### src/rtl/spoc_pkg.sv
// rtl/spoc_pkg.sv - shared types and constants for the permutation scheduler
package spoc_pkg;

  typedef enum logic [1:0] {
    S_IDLE = 2'd0,
    S_DOM  = 2'd1,
    S_RUN  = 2'd2,
    S_DONE = 2'd3
  } state_t;

  localparam int DEF_NUM_STEPS       = 18;
  localparam int DEF_ROUNDS_PER_STEP = 6;

  localparam logic [5:0] RC_SEED = 6'h3F;

endpackage

### src/rtl/perm_rc_lfsr.sv
// rtl/perm_rc_lfsr.sv - round-constant LFSR, seeded on init and stepped on adv
module perm_rc_lfsr
  import spoc_pkg::*;
(
  input  logic       clk,
  input  logic       rst,
  input  logic       init,
  input  logic       adv,
  output logic [5:0] rc
);

  // Load the seed at the start of a call, otherwise shift once per advance
  always_ff @(posedge clk or posedge rst) begin
    if (rst) begin
      rc <= 6'd0;
    end else if (init) begin
      rc <= RC_SEED;
    end else if (adv) begin
      rc <= {rc[4:0], rc[5] ^ rc[4]};
    end
  end

endmodule

### src/rtl/perm_sched.sv
// rtl/perm_sched.sv - permutation round scheduler; SPOC_PERM_ABORT_EN adds an abort input
module perm_sched
  import spoc_pkg::*;
#(
  parameter int NUM_STEPS       = DEF_NUM_STEPS,
  parameter int ROUNDS_PER_STEP = DEF_ROUNDS_PER_STEP
) (
  input  logic       clk,
  input  logic       rst,
  input  logic       start,
`ifdef SPOC_PERM_ABORT_EN
  input  logic       abort,
`endif
  input  logic [1:0] ctrl_word,
  output logic       busy,
  output logic       done,
  output logic       en_state,
  output logic       en_dom,
  output logic [1:0] dom_word,
  output logic [5:0] rc,
  output logic       step_last,
  output logic [4:0] step_cnt
);

  localparam int RW = (ROUNDS_PER_STEP > 1) ? $clog2(ROUNDS_PER_STEP) : 1;
  localparam int SW = (NUM_STEPS > 1) ? $clog2(NUM_STEPS) : 1;
  localparam logic [RW-1:0] ROUND_LAST = RW'(ROUNDS_PER_STEP - 1);
  localparam logic [SW-1:0] STEP_FINAL = SW'(NUM_STEPS - 1);

  state_t        state;
  logic [RW-1:0] round_q;
  logic [SW-1:0] step_q;
  logic          kill;
  logic          accept;
  logic          round_wrap;
  logic          run_end;
  logic [5:0]    lfsr_rc;

`ifdef SPOC_PERM_ABORT_EN
  assign kill = abort;
`else
  assign kill = 1'b0;
`endif

  assign accept     = start && (state == S_IDLE || state == S_DONE);
  assign round_wrap = (round_q == ROUND_LAST);
  assign run_end    = round_wrap && (step_q == STEP_FINAL);

  perm_rc_lfsr u_rc (
    .clk  (clk),
    .rst  (rst),
    .init (accept),
    .adv  ((state == S_RUN) && !kill),
    .rc   (lfsr_rc)
  );

  // Round-dependent outputs only carry information while the datapath runs
  assign rc        = en_state ? lfsr_rc : 6'd0;
  assign step_last = en_state && round_wrap;
  assign step_cnt  = en_state ? 5'(step_q) : 5'd0;

  // Sequence IDLE -> DOM -> RUN -> DONE and register the control outputs
  always_ff @(posedge clk or posedge rst) begin
    if (rst) begin
      state    <= S_IDLE;
      busy     <= 1'b0;
      done     <= 1'b0;
      en_state <= 1'b0;
      en_dom   <= 1'b0;
      dom_word <= 2'd0;
      round_q  <= '0;
      step_q   <= '0;
    end else begin
      done   <= 1'b0;
      en_dom <= 1'b0;
      unique case (state)
        S_IDLE, S_DONE: begin
          if (start) begin
            state    <= S_DOM;
            dom_word <= ctrl_word;
            busy     <= 1'b1;
            en_dom   <= 1'b1;
            round_q  <= '0;
            step_q   <= '0;
          end else begin
            state <= S_IDLE;
          end
        end
        S_DOM: begin
          if (kill) begin
            state <= S_IDLE;
            busy  <= 1'b0;
          end else begin
            state    <= S_RUN;
            en_state <= 1'b1;
          end
        end
        S_RUN: begin
          if (kill || run_end) begin
            // abort wins over completion when both land on the final round
            state    <= kill ? S_IDLE : S_DONE;
            done     <= !kill;
            busy     <= 1'b0;
            en_state <= 1'b0;
            round_q  <= '0;
            step_q   <= '0;
          end else if (round_wrap) begin
            round_q <= '0;
            step_q  <= step_q + SW'(1);
          end else begin
            round_q <= round_q + RW'(1);
          end
        end
        default: state <= S_IDLE;
      endcase
    end
  end

endmodule

### config.mk
export PLATFORM = sky130hd
export DESIGN_NAME = perm_sched
export DESIGN_NICKNAME = d
export VERILOG_FILES = /design/src/rtl/spoc_pkg.sv /design/src/rtl/perm_rc_lfsr.sv /design/src/rtl/perm_sched.sv
export SDC_FILE = /design/constraint.sdc
export NUM_CORES = 1
export LEC_CHECK = 0
export BUFFER_PORTS_ARGS = -buffer_cell sky130_fd_sc_hd__buf_2
export CORE_UTILIZATION = 57
export DETAILED_ROUTE_END_ITERATION = 7
export GPL_ROUTABILITY_DRIVEN = 0
export PLACE_DENSITY = 0.82
export SYNTH_ARGS = -nofsm -noshare
export SYNTH_HDL_FRONTEND = slang
export SYNTH_SLANG_ARGS = --single-unit
### constraint.sdc
create_clock -name clk -period 5.4 [get_ports clk]
set_clock_uncertainty 0.2 [all_clocks]
set_input_delay 0.27 -clock clk [delete_from_list [all_inputs] [get_ports clk]]
set_output_delay 0.27 -clock clk [all_outputs]
set_load 0.05 [all_outputs]
==> metrics <==
Clk pwr share 42.6%; final setup vio count 0; critical path class flip-flop to flip-flop; post-placement cell area between 0.001 and 0.0015 mm²; max_slew headroom 46.4%; Worst setup SP type flip-flop; Avg Vias per Cell 5.61; largest net degree at the start of global routing 23; combinational power share 2.2%; Synthesis Warnings 0; Req. time, crit path 5.39 ns; Final #Nets between 100 and 150; vias in the first global route 904; Max Clock Freq 452 MHz; area fraction of the dominant cell type after synthesis 47.5%; syn nets 119; post-synthesis cell count 110; Hold WC Path Type primary input to flip-flop; core area 0.00182 mm²; HPWL after DPL 1550 µm; initial antenna violation count 0; cell with the most instances after synthesis dfrtp_1; Async SR Flop Fraction 100%; leakage between 0.0006 and 0.0007 µW; Switching Fraction 18.8%; Psw 56.1 µW; Die Span Y 47.1 µm; count of pins over their slew limit 0; IO Pins 23; Design Area, Final about 0.0014 mm²; Synth Cell Area 0.00116 mm²; syn avg cell area 10.5 µm²; top_reg_cell synth dfrtp_1; Post-synth EDFFs 0; Clock Sink Count 22; # hold bufs at CTS 3; fin crit period roughly 2.2 ns; largest cells by area after synthesis dfrtp_1 (48%), mux2i_1 (7.8%), and2_1 (6.5%), ha_1 (4.3%), nand2_1 (3.9%); Min Hold Slack roughly 0.21 ns; root buf cell clkbuf_4; global-route wire length before repair 3580 µm; RSZ-0062 raised after global routing no; max cap viols 0; Resized cells post-CTS 0; H-Tree Level Count 1; setup slack after layout 3.19 ns; critical-path maximum fanout 16; remaining antenna violation count 0; Critical Path End Type flip-flop; die area 0.00222 mm²; Routed WL 2300 µm; cell internal pwr 242 µW; WL/cell 14.3 µm; Final Hold Viols 0; Clock Tree Buf Depth 2; period utilisation layout between 40% and 50%; Worst-path clk slew about 0.13 ns; Initial Util a little under two thirds; outcome complete, no violations; width of the die 47.1 µm; CP arrival 2.20 ns; vias about 900; flops & latches, synth 22; synth-to-layout area growth 18.1%; Synth area leader dfrtp_1; worst-margin pin slew 0.803 ns; First DRT Iteration DRCs 19; cts bufs inserted 3; n_diodes 0; Place WS roughly 3.2 ns; Post-synth top cells dfrtp_1 (22), and2_1 (12), nand2_1 (12), mux2i_1 (9), inv_1 (8); PortBufs 22; global-route usage over all layers between 20% and 30%; gr ovfl total 0; pwr dens approximately 220 mW/mm²; CTS tree done; VDD IR-drop max 0.195 mV; sequential share of power 55.2%; Clk Latency, worst-skew pair 0.31 ns; post-synthesis sequential area ratio between 40 and 50%; DRT Pass-1 Iters 4; Synth cell types 33; DRC errors left 0; Setup TNS 0 ns; Post-CTS Setup Bufs 0; row cnt 15; filler cell count 134; share of layout cells above drive strength 1 22.8%
[area by class of cell]
cell class	count	area, µm²	share of cell area, %
multi-input cells	77	564	41.2
flip-flops and latches	22	551	40.2
repair buffers	25	140	10.2
well taps	25	31.3	2.29
clock inverters	1	30.0	2.19
inverters	8	30.0	2.19
clock buffers	3	22.5	1.65
[kinds of logic (layout without fill, tap and decap cells)]
kind of cell,Yosys count,after routing,share of synthesized area (%)
compound gates,18,18,12.0
fa+ha+maj,4,4,4.32
flops,22,22,47.5
buf+inv,11,37,3.78
xor+xnor,1,1,0.756
simple gates,43,43,21.9
mux,11,11,9.72
[final timing paths]
path                             start          end  slack (ns)  depth (start not counted)
setup / recovery              state[0]    step_q[1]        3.19                          5
hold / removal                   start         busy        0.21                          3
setup reg to reg              state[0]    step_q[1]        3.19                          5
hold reg to reg            dom_word[0]  dom_word[0]        0.31                          1
max in group asynchronous          rst    step_q[0]        4.07                          3
min in group asynchronous          rst   u_rc.rc[5]        0.43                          3
[state kept, by name (all words and copies together), names as in the netlist]
register	flops
u_rc.rc	6
step_q	5
round_q	3
dom_word	2
state	2
busy	1
done	1
en_dom	1
en_state	1
[cell usage in the layout (no fill, tap or decap)]
cell type / instances
a31oi_1: 1
mux2i_1: 9
nand2_1: 12
buf_2: 22
nor3_2: 1
nor2_1: 3
nand4bb_2: 1
nor2b_1: 3
o311ai_1: 2
a22oi_1: 1
nand3b_1: 1
xor2_1: 1
bufinv_16: 1
nand3_2: 1
ha_1: 4
o41ai_2: 1
o211ai_1: 3
dfrtp_1: 22
nand2b_1: 2
a22o_1: 1
clkbuf_4: 3
dlygate4sd3_1: 3
o21ai_2: 1
o21ai_0: 1
o21ai_1: 1
mux2_1: 2
nand3_1: 3
and2_1: 12
a21oi_1: 2
and4b_1: 2
and3_1: 1
o31ai_1: 3
nand4_1: 1
o32ai_1: 1
inv_1: 8
[power groups by stage]
stage / Combinational [µW] / Clock, µW / Sequential (µW)
2_1_floorplan: 2.61 / 0 / 168
3_3_place_gp: 4.87 / 0 / 168
3_5_place_dp: 4.99 / 0 / 168
4_1_cts: 6.61 / 127 / 165
5_1_grt: 7.41 / 131 / 165
6_report: 6.47 / 127 / 165
[routing by layer]
| layer | vias up | track usage [%] | share of wire, % |
|---|---|---|---|
| li1 | 438 | - | - |
| met1 | 431 | 25.4 | 43 |
| met2 | 30 | 42.5 | 52 |
| met3 | 4 | 3.85 | 4.3 |
| met4 | 0 | 12.6 | 1.1 |
| met5 | - | 0 | 0 |
[critical path, cell delays in order (launching register included)]
cell	delay (ns)
dfrtp_1	0.42
inv_1	0.09
ha_1	0.56
mux2i_1	0.42
a21oi_1	0.28
o32ai_1	0.12
[stage by stage]
step / total power (µW) / util [%] / std cells
final: 299 / 75.2 / 161
after global routing: 303 / 75.2 / 161
after CTS: 299 / 75.2 / 161
after detailed placement: 173 / 70.7 / 154
after global placement: 173 / 70.7 / 154
after floorplan: 170 / - / 110
Power figures use the tool's default switching activity.
